--- config.mk ---
export PLATFORM = sky130hd
export DESIGN_NAME = wb_read_mux
export DESIGN_NICKNAME = d
export VERILOG_FILES = /design/src/rtl/wb_read_mux_pkg.sv /design/src/rtl/wb_read_mux_iocs_prio_enc.sv /design/src/rtl/wb_read_mux.sv
export SDC_FILE = /design/constraint.sdc
export NUM_CORES = 1
export LEC_CHECK = 0
export CAP_MARGIN = 15
export CORE_UTILIZATION = 25
export CTS_BUF_LIST = sky130_fd_sc_hd__clkbuf_8 sky130_fd_sc_hd__clkbuf_16
export DETAILED_ROUTE_END_ITERATION = 10
export PLACE_DENSITY = 0.58
export SLEW_MARGIN = 20
export SYNTH_ARGS = -nofsm -noshare
export SYNTH_HDL_FRONTEND = slang
export SYNTH_HIERARCHICAL = 1
export SYNTH_SLANG_ARGS = --single-unit
--- constraint.sdc ---
create_clock -name wb_clk_i -period 1.6 [get_ports wb_clk_i]
set_input_delay 0.32 -clock wb_clk_i [delete_from_list [all_inputs] [get_ports wb_clk_i]]
set_output_delay 0.32 -clock wb_clk_i [all_outputs]
set_load 0.05 [all_outputs]
--- src/rtl/wb_read_mux_pkg.sv ---
// Shared types and constants for the Wishbone read-data return path.
// State encoding, counter widths and the timeout limit helper.
package wb_read_mux_pkg;

  typedef enum logic [1:0] {
    ST_IDLE,
    ST_WAIT,
    ST_ACK,
    ST_ERR
  } state_e;

  // Wait-state counter width (MEM_WS / IO_WS up to 15).
  localparam int WS_W = 4;

  // Ready-timeout counter width (TIMEOUT up to 255).
  localparam int TO_W = 8;

  // Channel index width (up to 16 I/O channels).
  localparam int CH_W = 4;

  // Pull an out-of-range TIMEOUT back into 1..255.
  function automatic int to_limit(input int t);
    if (t < 1) begin
      return 1;
    end
    if (t > 255) begin
      return 255;
    end
    return t;
  endfunction

endpackage

--- src/rtl/wb_read_mux_iocs_prio_enc.sv ---
// Active-low chip-select priority encoder.
// Lowest selected channel wins; vld_o low when nothing is selected.
module iocs_prio_enc
  import wb_read_mux_pkg::*;
#(
  parameter int NCH = 4
) (
  input  logic [NCH-1:0]  cs_n_i,
  output logic [CH_W-1:0] idx_o,
  output logic            vld_o
);

  // Scan from the top down so the lowest active select is written last.
  always_comb begin
    idx_o = '0;
    vld_o = 1'b0;
    for (int k = NCH - 1; k >= 0; k--) begin
      if (!cs_n_i[k]) begin
        idx_o = CH_W'(k);
        vld_o = 1'b1;
      end
    end
  end

endmodule

--- src/rtl/wb_read_mux.sv ---
// Wishbone read-data mux: memory or one of NCH I/O channels, wait states,
// device ready, registered data with one-cycle ack. Option: WB_RD_TIMEOUT_EN.
module wb_read_mux
  import wb_read_mux_pkg::*;
#(
  parameter int DW      = 16,
  parameter int NCH     = 4,
  parameter int MEM_WS  = 0,
  parameter int IO_WS   = 2,
  parameter int TIMEOUT = 15
) (
  input  logic              wb_clk_i,
  input  logic              wb_rst_i,
  input  logic              wb_cyc_i,
  input  logic              wb_stb_i,
  input  logic              wb_we_i,
  input  logic              wb_tga_i,
  input  logic [DW-1:0]     mem_dat_i,
  input  logic [NCH-1:0]    iocs_n_i,
  input  logic [NCH*DW-1:0] io_dat_i,
  input  logic [NCH-1:0]    io_rdy_i,
  output logic              rdn_o,
  output logic [DW-1:0]     wb_dat_o,
  output logic              wb_ack_o,
  output logic              wb_err_o
);

  localparam logic [WS_W-1:0] MEM_LD = WS_W'(MEM_WS);
  localparam logic [WS_W-1:0] IO_LD  = WS_W'(IO_WS);
  localparam int              TO_LIM = to_limit(TIMEOUT);

  state_e          state_q, state_d;
  logic [WS_W-1:0] ws_q, ws_d;
  logic            tga_q, tga_d;
  logic [CH_W-1:0] ch_q, ch_d;
  logic            nul_q, nul_d;
  logic            rdn_q, rdn_d;
  logic [DW-1:0]   dat_q, dat_d;
  logic            ack_q, ack_d;

`ifdef WB_RD_TIMEOUT_EN
  logic [TO_W-1:0] to_q, to_d;
  logic            err_q, err_d;
`else
  logic            unused_to;
`endif

  logic [CH_W-1:0] enc_idx;
  logic            enc_vld;
  logic [DW-1:0]   io_sel_dat;
  logic            io_sel_rdy;
  logic            rd_req;

  iocs_prio_enc #(
    .NCH (NCH)
  ) u_enc (
    .cs_n_i (iocs_n_i),
    .idx_o  (enc_idx),
    .vld_o  (enc_vld)
  );

  assign rd_req = wb_cyc_i & wb_stb_i & ~wb_we_i;

  // Route the latched channel's data and ready; later chip-select
  // changes cannot redirect an in-flight read.
  always_comb begin
    io_sel_dat = '0;
    io_sel_rdy = 1'b0;
    for (int k = 0; k < NCH; k++) begin
      if (ch_q == CH_W'(k)) begin
        io_sel_dat = io_dat_i[k*DW +: DW];
        io_sel_rdy = io_rdy_i[k];
      end
    end
  end

  // Next-state, counter and output decode for the read sequence.
  always_comb begin
    state_d = state_q;
    ws_d    = ws_q;
    tga_d   = tga_q;
    ch_d    = ch_q;
    nul_d   = nul_q;
    dat_d   = '0;
    ack_d   = 1'b0;
`ifdef WB_RD_TIMEOUT_EN
    to_d    = to_q;
    err_d   = 1'b0;
`endif
    unique case (state_q)
      ST_IDLE: begin
        if (rd_req) begin
          state_d = ST_WAIT;
          tga_d   = wb_tga_i;
          ch_d    = enc_idx;
          nul_d   = wb_tga_i & ~enc_vld;
          ws_d    = wb_tga_i ? IO_LD : MEM_LD;
`ifdef WB_RD_TIMEOUT_EN
          to_d    = '0;
`endif
        end
      end
      ST_WAIT: begin
        if (!wb_cyc_i) begin
          state_d = ST_IDLE;
        end else if (ws_q != '0) begin
          ws_d = ws_q - WS_W'(1);
        end else if (!tga_q) begin
          state_d = ST_ACK;
          ack_d   = 1'b1;
          dat_d   = mem_dat_i;
        end else if (nul_q) begin
          state_d = ST_ACK;
          ack_d   = 1'b1;
        end else if (io_sel_rdy) begin
          state_d = ST_ACK;
          ack_d   = 1'b1;
          dat_d   = io_sel_dat;
        end
`ifdef WB_RD_TIMEOUT_EN
        else if (to_q == TO_W'(TO_LIM - 1)) begin
          state_d = ST_ERR;
          err_d   = 1'b1;
        end else begin
          to_d = to_q + TO_W'(1);
        end
`endif
      end
      ST_ACK: begin
        state_d = ST_IDLE;
      end
      ST_ERR: begin
        state_d = ST_IDLE;
      end
      default: begin
        state_d = ST_IDLE;
      end
    endcase
    // Read strobe is low exactly while a read is waiting on its source.
    rdn_d = (state_d != ST_WAIT);
  end

  // Sequence state and registered bus outputs.
  always_ff @(posedge wb_clk_i or posedge wb_rst_i) begin
    if (wb_rst_i) begin
      state_q <= ST_IDLE;
      ws_q    <= '0;
      tga_q   <= 1'b0;
      ch_q    <= '0;
      nul_q   <= 1'b0;
      rdn_q   <= 1'b1;
      dat_q   <= '0;
      ack_q   <= 1'b0;
    end else begin
      state_q <= state_d;
      ws_q    <= ws_d;
      tga_q   <= tga_d;
      ch_q    <= ch_d;
      nul_q   <= nul_d;
      rdn_q   <= rdn_d;
      dat_q   <= dat_d;
      ack_q   <= ack_d;
    end
  end

`ifdef WB_RD_TIMEOUT_EN
  // Ready-timeout counter and error pulse.
  always_ff @(posedge wb_clk_i or posedge wb_rst_i) begin
    if (wb_rst_i) begin
      to_q  <= '0;
      err_q <= 1'b0;
    end else begin
      to_q  <= to_d;
      err_q <= err_d;
    end
  end

  assign wb_err_o = err_q;
`else
  assign unused_to = ^TO_LIM;
  assign wb_err_o  = 1'b0;
`endif

  assign rdn_o    = rdn_q;
  assign wb_dat_o = dat_q;
  assign wb_ack_o = ack_q;

endmodule
==> impl_metrics.py <==
metrics = {
    "clocking": {
        "cts_max_level": 2,
        "cts_tree": "done",
        "clk_latency_ns": 0.27,
        "cts_hold_buffers": 0,
        "cts_sinks": 30,
        "numCtsBuffers": 5,
        "clk_pin_slew_ns": 0.06,
        "clockBufferDepth": 2,
        "postCtsSetupBuffers": 0,
        "cts-root-buf": "clkbuf_8",
    },
    "timing": {
        "min_period_over_period_pct": 100.2,
        "fmax_mhz": 623.9,
        "min_period_ns": 1.603,
        "clock_skew_ns": 0.006270,
        "finalHoldViolations": 0,
        "rsz0062_at_grt": "yes",
        "slew_viol_final": 0,
        "finalSetupViolations": 1,
        "fin_ws_ns": -0.002753,
    },
    "power": {
        "p_clk_share_pct": 17.1,
        "switchingPower_uw": 1109,
        "peakVddDrop_mv": 0.3270,
        "comb_power_share_pct": 51.0,
        "p_seq_share_pct": 31.9,
        "cellLeakagePower_uw": 0.001414,
        "power_density_mw_per_mm2": 969.0,
        "switching_share_pct": 34.16,
        "intPower_uw": 2138,
    },
    "outcome": {
        "violations": "setup timing",
        "outcome": "finished, violations left",
    },
    "yosys": {
        "avgSynthCellArea_um2": 11.16,
        "synthTopCellsByArea": "dfrtp_1, mux2_2, o2bb2ai_1",
        "synth_warnings": 6,
        "synth_edf_count": 0,
        "netlist_instances": 164,
        "synth_top_cell_by_area": "dfrtp_1",
        "netlist.area_leader.share_pct": 39.64,
        "synthFlopType": "dfrtp_1",
        "netlist_area_mm2": 0.001831,
        "ys_async_sr_fraction_pct": 100.0,
        "ys_seq_area_share_pct": 41.08,
        "yosysUniqueCellTypes": 35,
        "yosys_register_bits": 30,
    },
    "cells_and_area": {
        "final_common_cell": "clkdlybuf4s50_1",
        "antenna_cells": 0,
        "area_delta_synth_final_pct": 83.05,
        "layout_common_cells": "clkdlybuf4s50_1, mux2_2, buf_4",
        "final_util_pct": 48.25,
        "drive_gt1_share_pct": 35.49,
        "final_nets": 389,
        "final_cells": 389,
    },
    "worst_setup_path": {
        "critPathKind": "flop to flop",
        "crit_fanout": 8,
        "critPathArrivalTime_ns": 1.80,
        "crit_cells": 8,
        "path_buf_inv": 3,
        "max_stage_delay_ns": 0.39,
        "required_ns": 1.80,
        "end_kind": "flop",
        "critPathTopFamily": "simple AND/OR/NAND/NOR gates",
        "path_cells": "inv_2 > ha_4 > nor3b_4 > nand3_2 > buf_6 > nor2_4 > clkbuf_16 > o2bb2ai_2",
        "startpoint_type": "flop",
        "cp_slowest_cell": "dfrtp_1",
        "reg2regPathDepth": 8,
    },
    "global_route": {
        "gr-usage-all-layers_pct": 15.17,
        "antenna_found_initial": 0,
        "grt_start_max_net_pins": 22,
        "grt-ovfl-total": 0,
        "grt.met1_usage_pct": 17.43,
        "top_usage_layer": "met2",
        "use_met3_pct": 4.807,
        "grt_pass1_vias": 1878,
        "met2_usage_pct": 27.41,
        "grt_pass1_wl_um": 8949,
    },
    "routing": {
        "ant_nets": 0,
        "routed_wl_um": 5578,
        "drc": 0,
        "via_count": 1763,
        "drt_iter0_drc": 29,
        "drtPass1Iterations": 4,
        "detail_route.wl_per_cell_um": 14.34,
        "via_per_inst": 4.532,
    },
    "floorplanning": {
        "die_h_um": 87.57,
        "core-area_mm2": 0.006944,
        "ios": 113,
        "rows": 30,
        "die-area_mm2": 0.007669,
        "start_util_pct": 26.36,
        "die_w_um": 87.57,
    },
    "flow_run": {
        "drv_cap": 0,
    },
    "placed_design": {
        "place_ws_ns": -0.2294,
        "post-place-cells": 381,
        "port_buffers": 111,
        "finalWeightedCongestion": 0.7619,
        "dp_hpwl_um": 4353,
    },
    "min_path": {
        "timing.hold.worst.class": "input port to asynchronous set/reset pin",
    },
}
[cells in the mapped netlist (all sizes together), types with 2 or more instances]
| cell type | count |
|---|---|
| inv | 5 |
| mux2 | 37 |
| or3 | 4 |
| ha | 2 |
| a21oi | 2 |
| conb | 2 |
| o21ai | 4 |
| nor2 | 5 |
| nor3b | 2 |
| dfrtp | 29 |
| o22ai | 17 |
| mux2i | 2 |
| buf | 12 |
| a21boi | 3 |
| nand2b | 4 |
| nand2 | 6 |
| o2bb2ai | 15 |
[what timing repair did]
action / CTS / global route
pin swaps: 0 / 3
gates cloned: 0 / 1
resized for setup: 5 / 13
endpoints found under the setup margin: 16 / 18
[final timing paths]
path / start / to / slack, ns
setup / recovery: ws_q[1] / wb_dat_o[15] / -0.003
hold / removal: wb_rst_i / ws_q[3] / 0.30
setup reg to reg: ws_q[1] / wb_dat_o[15] / -0.003
hold reg to reg: nul_q / nul_q / 0.50
max in group asynchronous: wb_rst_i / wb_dat_o[14] / 0.89
min in group wb_clk_i: nul_q / nul_q / 0.50
[through the flow]
stage | cell area, um^2 | setup TNS [ns] | hold WS, ns | power [uW]
2_1_floorplan | 1842 | 0 | 0.4101 | 1940
3_3_place_gp | 3159 | -3.908 | 0.4724 | 2576
3_5_place_dp | 3159 | -3.932 | 0.4856 | 2592
4_1_cts | 3259 | 0 | 0.3036 | 3215
5_1_grt | 3351 | -1.322 | 0.3109 | 3471
6_report | 3351 | -0.002753 | 0.2987 | 3247
[layer usage]
layer / up-vias / part of all wire [%]
li1: 863 / -
met4: 0 / 0.27
met2: 62 / 52
met1: 836 / 40
met3: 2 / 7.3
met5: - / 0
[worst register-to-register path: cells and delay by family (launching register included)]
kind | cells | cell delay, ns
compound gates | 1 | 0.10
fa+ha+maj | 1 | 0.14
simple gates | 3 | 0.49
flops | 1 | 0.39
buf+inv | 3 | 0.42
[sequential cells by signal, summed over array words and instances, names as in the netlist]
| register | flops |
|---|---|
| ch_q | 4 |
| rdn_o | 1 |
| state_q | 2 |
| nul_q | 1 |
| wb_dat_o | 16 |
| ws_q | 4 |
| wb_ack_o | 1 |
| tga_q | 1 |
[layout make-up]
cell class | count | area, um^2
repair buffers | 134 | 1310
fillers | 657 | 3593
clock inverters | 2 | 10.01
well taps | 96 | 120.1
flip-flops and latches | 30 | 752.0
inverters | 5 | 18.77
clock buffers | 5 | 68.82
multi-input cells | 117 | 1071
[kinds of logic (layout without fill, tap and decap cells)]
| logic type | after synthesis | in the layout | share of synthesized area, % |
|---|---|---|---|
| buffers and inverters | 18 | 146 | 5.605 |
| flip-flops | 30 | 30 | 41.08 |
| AO/OA/AOI/OAI | 45 | 45 | 18.46 |
| AND/OR/NAND/NOR | 28 | 28 | 9.227 |
| other | 2 | 3 | 0.4103 |
| adder cells (fa/ha/maj) | 2 | 2 | 1.367 |
| multiplexers | 39 | 39 | 23.86 |
[power by group through the flow]
stage | logic [uW] | registers [uW] | clock network, uW
final | 1650 | 1040 | 556
after global routing | 1800 | 1060 | 609
after CTS | 1610 | 1030 | 574
after detailed placement | 1570 | 1020 | 0
after global placement | 1550 | 1020 | 0
after floorplan | 869 | 1070 | 0
No activity file was read; power rests on OpenSTA's default activity.
